--- config.mk ---
export PLATFORM = sky130hd
export DESIGN_NAME = pipe_hazard_ctrl
export DESIGN_NICKNAME = d
export VERILOG_FILES = /design/src/rtl/core_pipe_pkg.sv /design/src/rtl/hazard_detect.sv /design/src/rtl/pipe_hazard_ctrl.sv
export SDC_FILE = /design/constraint.sdc
export NUM_CORES = 1
export LEC_CHECK = 0
export CAP_MARGIN = 5
export CORE_MARGIN = 3
export CORE_UTILIZATION = 45
export CTS_CLUSTER_SIZE = 14
export DETAILED_ROUTE_END_ITERATION = 7
export PLACE_DENSITY = 0.95
export SLEW_MARGIN = 20
export SYNTH_ARGS = -nofsm -noshare
export SYNTH_HDL_FRONTEND = slang
export SYNTH_SLANG_ARGS = --single-unit
--- constraint.sdc ---
create_clock -name i_clk -period 6.1 [get_ports i_clk]
set_input_delay 1.525 -clock i_clk [delete_from_list [all_inputs] [get_ports i_clk]]
set_output_delay 1.525 -clock i_clk [all_outputs]
set_load 0.02 [all_outputs]
--- src/rtl/core_pipe_pkg.sv ---
// Shared pipeline-control types: sequencer states, the bundled stage strobes
// and a constructor for them.
package core_pipe_pkg;

    typedef enum logic [1:0] {
        RUN        = 2'd0,
        FETCH_WAIT = 2'd1,
        LOAD_STALL = 2'd2,
        MEM_WAIT   = 2'd3
    } ctrl_state_e;

    localparam int REG_ADDR_W_DEF = 5;
    localparam logic [REG_ADDR_W_DEF-1:0] REG_ZERO = '0;

    typedef struct packed {
        logic pc_en;
        logic if_id_en;
        logic if_id_flush;
        logic id_ex_en;
        logic id_ex_flush;
        logic ex_mem_en;
    } pipe_ctrl_t;

    function automatic pipe_ctrl_t make_ctrl(
        input logic pc_en,
        input logic if_id_en,
        input logic if_id_flush,
        input logic id_ex_en,
        input logic id_ex_flush,
        input logic ex_mem_en
    );
        pipe_ctrl_t c;
        c.pc_en       = pc_en;
        c.if_id_en    = if_id_en;
        c.if_id_flush = if_id_flush;
        c.id_ex_en    = id_ex_en;
        c.id_ex_flush = id_ex_flush;
        c.ex_mem_en   = ex_mem_en;
        return c;
    endfunction

endpackage

--- src/rtl/hazard_detect.sv ---
// Combinational load-use comparator between the ID sources and the EX load
// destination; x0 never produces a hazard.
module hazard_detect
    import core_pipe_pkg::*;
#(
    parameter int REG_ADDR_W = 5
) (
    input  logic [REG_ADDR_W-1:0] i_id_rs1,
    input  logic [REG_ADDR_W-1:0] i_id_rs2,
    input  logic                  i_id_uses_rs1,
    input  logic                  i_id_uses_rs2,
    input  logic [REG_ADDR_W-1:0] i_ex_rd,
    input  logic                  i_ex_mem_read,
    output logic                  o_load_use
);

    logic w_rd_nonzero;
    logic w_rs1_hit;
    logic w_rs2_hit;

    assign w_rd_nonzero = (i_ex_rd != REG_ADDR_W'(REG_ZERO));
    assign w_rs1_hit    = i_id_uses_rs1 && (i_id_rs1 == i_ex_rd);
    assign w_rs2_hit    = i_id_uses_rs2 && (i_id_rs2 == i_ex_rd);
    assign o_load_use   = i_ex_mem_read && w_rd_nonzero && (w_rs1_hit || w_rs2_hit);

endmodule

--- src/rtl/pipe_hazard_ctrl.sv ---
// Pipeline sequencer: prioritised stall/flush strobes for the PC, IF/ID,
// ID/EX and EX/MEM registers, a stall-reason FSM and a sticky stall watchdog.
module pipe_hazard_ctrl
    import core_pipe_pkg::*;
#(
    parameter int REG_ADDR_W = 5,
    parameter int MAX_STALL  = 15,
    parameter int CNT_W      = 8
) (
    input  logic                  i_clk,
    input  logic                  i_rst,
    input  logic [REG_ADDR_W-1:0] i_id_rs1,
    input  logic [REG_ADDR_W-1:0] i_id_rs2,
    input  logic                  i_id_uses_rs1,
    input  logic                  i_id_uses_rs2,
    input  logic [REG_ADDR_W-1:0] i_ex_rd,
    input  logic                  i_ex_mem_read,
    input  logic                  i_ex_redirect,
    input  logic                  i_imem_ready,
    input  logic                  i_dmem_busy,
    output logic                  o_pc_en,
    output logic                  o_if_id_en,
    output logic                  o_if_id_flush,
    output logic                  o_id_ex_en,
    output logic                  o_id_ex_flush,
    output logic                  o_ex_mem_en,
    output logic                  o_stall_timeout,
    output logic [1:0]            o_ctrl_state
);

    localparam logic [CNT_W-1:0] STALL_LIMIT = CNT_W'(MAX_STALL);

    ctrl_state_e      r_state;
    ctrl_state_e      w_next_state;
    logic [CNT_W-1:0] r_stall_cnt;
    logic [CNT_W-1:0] w_stall_cnt_next;
    logic             r_stall_timeout;
    logic             w_load_use_raw;
    logic             w_load_use;
    logic             w_wait_active;
    pipe_ctrl_t       w_ctrl_rule;
    pipe_ctrl_t       w_ctrl;

    hazard_detect #(
        .REG_ADDR_W (REG_ADDR_W)
    ) u_hazard_detect (
        .i_id_rs1      (i_id_rs1),
        .i_id_rs2      (i_id_rs2),
        .i_id_uses_rs1 (i_id_uses_rs1),
        .i_id_uses_rs2 (i_id_uses_rs2),
        .i_ex_rd       (i_ex_rd),
        .i_ex_mem_read (i_ex_mem_read),
        .o_load_use    (w_load_use_raw)
    );

    // The cycle after a load stall the EX slot holds the bubble, so the
    // comparator is ignored once to guarantee exactly one bubble.
    assign w_load_use = w_load_use_raw && (r_state != LOAD_STALL);

    // Priority resolution: mem busy, redirect, load-use, fetch wait, run.
    always_comb begin
        w_next_state  = RUN;
        w_wait_active = 1'b0;
        w_ctrl_rule   = make_ctrl(1'b1, 1'b1, 1'b0, 1'b1, 1'b0, 1'b1);
        if (i_dmem_busy) begin
            w_next_state  = MEM_WAIT;
            w_wait_active = 1'b1;
            w_ctrl_rule   = make_ctrl(1'b0, 1'b0, 1'b0, 1'b0, 1'b0, 1'b0);
        end else if (i_ex_redirect) begin
            w_next_state  = RUN;
            w_ctrl_rule   = make_ctrl(1'b1, 1'b1, 1'b1, 1'b1, 1'b1, 1'b1);
        end else if (w_load_use) begin
            w_next_state  = LOAD_STALL;
            w_ctrl_rule   = make_ctrl(1'b0, 1'b0, 1'b0, 1'b1, 1'b1, 1'b1);
        end else if (!i_imem_ready) begin
            w_next_state  = FETCH_WAIT;
            w_wait_active = 1'b1;
            w_ctrl_rule   = make_ctrl(1'b0, 1'b1, 1'b1, 1'b1, 1'b0, 1'b1);
        end else begin
            w_next_state  = RUN;
            w_wait_active = 1'b0;
            w_ctrl_rule   = make_ctrl(1'b1, 1'b1, 1'b0, 1'b1, 1'b0, 1'b1);
        end
    end

    // Reset overrides the strobes immediately: everything held, both stages bubbled.
    always_comb begin
        w_ctrl = w_ctrl_rule;
        if (i_rst) begin
            w_ctrl = make_ctrl(1'b0, 1'b0, 1'b1, 1'b0, 1'b1, 1'b0);
        end else begin
            w_ctrl = w_ctrl_rule;
        end
    end

    // Saturating wait counter; a switch between wait classes keeps counting.
    always_comb begin
        w_stall_cnt_next = '0;
        if (w_wait_active) begin
            if (r_stall_cnt == STALL_LIMIT) begin
                w_stall_cnt_next = r_stall_cnt;
            end else begin
                w_stall_cnt_next = r_stall_cnt + CNT_W'(1);
            end
        end else begin
            w_stall_cnt_next = '0;
        end
    end

    // State register.
    always_ff @(posedge i_clk or posedge i_rst) begin
        if (i_rst) begin
            r_state <= RUN;
        end else begin
            r_state <= w_next_state;
        end
    end

    // Watchdog counter and sticky timeout flag.
    always_ff @(posedge i_clk or posedge i_rst) begin
        if (i_rst) begin
            r_stall_cnt     <= '0;
            r_stall_timeout <= 1'b0;
        end else begin
            r_stall_cnt <= w_stall_cnt_next;
            if (w_stall_cnt_next == STALL_LIMIT) begin
                r_stall_timeout <= 1'b1;
            end else begin
                r_stall_timeout <= r_stall_timeout;
            end
        end
    end

    assign o_pc_en         = w_ctrl.pc_en;
    assign o_if_id_en      = w_ctrl.if_id_en;
    assign o_if_id_flush   = w_ctrl.if_id_flush;
    assign o_id_ex_en      = w_ctrl.id_ex_en;
    assign o_id_ex_flush   = w_ctrl.id_ex_flush;
    assign o_ex_mem_en     = w_ctrl.ex_mem_en;
    assign o_stall_timeout = r_stall_timeout;
    assign o_ctrl_state    = r_state;

endmodule

==> qor.csv <==
stage,metric,value,unit
run_status,outcome,"complete, no violations",
critical_path,crit_arrival,3.75,ns
synthesis,synth_xor_area_frac,0.154,
sta,period_needed,5.28,ns
sta,maxSlewHeadroom,0.723,
sta,hold_viol,0,
synthesis,synth_area_leaders,"dfrtp_1, xnor2_1, nor2_1, nand4_1, inv_1",
detailed_routing,drt_iter0_drc,11,
sta,slew_violations,0,
sta,worstMarginPinSlew,0.414,ns
global_routing,grt_pass1_wl,3.15,mm
worst_hold_path,hold-path-endpoint,o_stall_timeout,
floorplanning,die_h,48.1,um
synthesis,netlist.area_leader.share,0.346,
floorplanning,core,1580,um^2
critical_path,end_kind,output port,
floorplanning,die_area,2310,um^2
power_and_ir_drop,leakagePower,0.446,nW
sta,setup_ws,0.824,ns
finish,final_util,0.713,
clocking,hold_buffers,0,
global_routing,antenna_found_initial,0,
worst_hold_path,min-delay-start,o_stall_timeout,
floorplanning,io_pins,32,
sta,finalSetupViolations,0,
detailed_routing,post_drt_wl_per_cell,14.9,um
placed_design,preCtsSetupSlack,0.817,ns
clocking,cts.sinks,11,
synthesis,muxShareOfSynthArea,0.0126,
floorplanning,start_util,0.505,
finish,final_common_cell,clkdlybuf4s50_1,
global_routing,grt_pass1_vias,744,
clocking,insertion_delay,0.27,ns
synthesis,synthCells,92,
synthesis,synth_seq_cells,11,
floorplanning,num_rows,14,
finish,nets,148,
synthesis,syn-cell-area,796,um^2
synthesis,synth_compound_area_frac,0.178,
finish,fillCellCount,139,
clocking,clock_tree.buffer_depth,2,
global_routing,grt_max_degree,13,
sta,period_share,0.865,
synthesis,yosysTopAreaCell,dfrtp_1,
clocking,post-cts-setup-buffer-count,0,
global_routing,grt_usage,0.205,
synthesis,synth_top_family_by_area,simple AND/OR/NAND/NOR gates,
global_routing,grt.overflow.total,0,
sta,rsz0062_at_grt,no,
detailed_routing,wl,2.08,mm
finish,drive_above_1_share,0.0569,
critical_path,r2r_end,o_stall_timeout,
synthesis,yosys_warnings,0,
power_and_ir_drop,power_density,174,nW/um^2
placed_design,place.gp.congestion,0.874,
finish,area_delta_synth_final,41.2,%
flow_run,max_cap_viol_count,0,
detailed_routing,final_antenna_net_count,0,
synthesis,synthAdderAreaFrac,0.0157,
critical_path,path_class,in -> out,
clocking,numCtsBuffers,3,
sta,fin_skew,0.00327,ns
finish,antennaDiodeCount,0,
detailed_routing,vias_per_cell,5.60,
critical_path,critPathRequiredTime,4.58,ns
sta,max_freq,190,MHz
detailed_routing,drc,0,
critical_path,cp_max_fo,4,
synthesis,synthesis.nets,116,
synthesis,synth-simple-area-share,0.230,
critical_path,rr_startpoint,r_stall_cnt[0],
synthesis,yosysUniqueCellTypes,33,
clocking,cts_tree,built,
floorplanning,die_w,48.1,um
worst_hold_path,hp-class,reg -> reg,
critical_path,rr_worst_depth,6,
synthesis,postSynthAreaPerCell,8.65,um^2
synthesis,ys_seq_area_frac,0.346,
sta,setup_tns,0,ns
clocking,clk_pin_slew,0.07,ns
worst_hold_path,hold_path_depth,2,
placed_design,port_buffers,31,
detailed_routing,route.vias.total,779,
critical_path,reg2reg_slack,3.85,ns
finish,most-common-layout-cells,"clkdlybuf4s50_1, nor2_1, xnor2_1, dfrtp_1, inv_1",
clocking,cts-root-buf,clkbuf_4,
power_and_ir_drop,irDropWorstVdd,0.138,mV
placed_design,dp_hpwl,1.68,mm
critical_path,start_kind,input port,
detailed_routing,dr.pass1.iters,4,
clocking,h-tree-depth,1,
clocking,cts_resized,0,
==> how the worst max path moves through the flow <==
stage	start	end	slack [ns]	cells past startpoint
3_5_place_dp	i_ex_rd[1]	o_pc_en	0.82	7
3_3_place_gp	i_ex_rd[1]	o_pc_en	0.88	7
6_report	i_ex_rd[1]	o_pc_en	0.82	7
2_1_floorplan	i_ex_rd[1]	o_pc_en	1.90	5
5_1_grt	i_ex_rd[1]	o_pc_en	0.72	7
4_1_cts	i_ex_rd[1]	o_pc_en	0.81	7
==> metrics by stage <==
| stage | cell area (um^2) | std cells | hold slack (ns) | total power (W) |
|---|---|---|---|---|
| 6_report | 1120 | 139 | 0.480 | 0.000196 |
| 5_1_grt | 1120 | 139 | 0.511 | 0.000208 |
| 4_1_cts | 1120 | 139 | 0.489 | 0.000198 |
| 3_5_place_dp | 1100 | 135 | 0.473 | 0.000147 |
| 3_3_place_gp | 1100 | 135 | 0.447 | 0.000144 |
| 2_1_floorplan | 796 | 92 | 0.542 | 0.000119 |
==> critical path, cell delays in order <==
cell and delay (ns):
clkdlybuf4s50_1 0.46, or4_1 0.55, o221ai_1 0.19, inv_1 0.11
a21boi_0 0.19, o21a_1 0.13, clkdlybuf4s50_1 0.59
==> power breakdown <==
part | switching [W] | internal (W)
combinational | 0.0000280 | 0.0000320
sequential | 0.00000764 | 0.0000781
clock | 0.0000250 | 0.0000254
==> layout make-up <==
cell class | count | area (um^2) | share of cell area
multi-input combinational | 71 | 469 | 0.418
sequential | 11 | 275 | 0.245
timing repair buffer | 31 | 310 | 0.276
inverter | 6 | 22.5 | 0.0200
clock buffer | 4 | 26.3 | 0.0234
tap | 16 | 20.0 | 0.0178
==> cell usage after synthesis (all sizes together) <==
master / number
a31o: 1
o41ai: 1
nor2b: 1
nand3: 2
nand4: 4
a32oi: 1
a31oi: 1
and3: 1
or4b: 1
and2: 1
and3b: 2
o21ai: 4
o21a: 3
o221ai: 1
o22ai: 2
or4: 1
buf: 4
dfrtp: 11
nor2: 13
ha: 1
mux2i: 1
xnor2: 12
nor3: 4
a221o: 1
a21oi: 4
a21boi: 1
inv: 6
nand2: 5
xor2: 2
==> flip-flops by register name (all words and copies together), names as in the netlist <==
| register | cells |
|---|---|
| o_stall_timeout | 1 |
| o_ctrl_state | 2 |
| r_stall_cnt | 8 |
==> per-layer routing <==
metal / GRT usage / part of all wire
met4: 0.113 / 0.022
met2: 0.391 / 0.51
met1: 0.194 / 0.39
met3: 0.0526 / 0.076
met5: 0 / 0
==> logic make-up (layout without fill, tap and decap cells) <==
family                   Yosys count  count (layout)
AND/OR/NAND/NOR                   35              35
AO/OA/AOI/OAI                     20              20
XOR/XNOR                          14              14
flip-flops                        11              11
buffers and inverters             10              41
adder cells (fa/ha/maj)            1               1
multiplexers                       1               1
(Power assumes the default switching activity.)
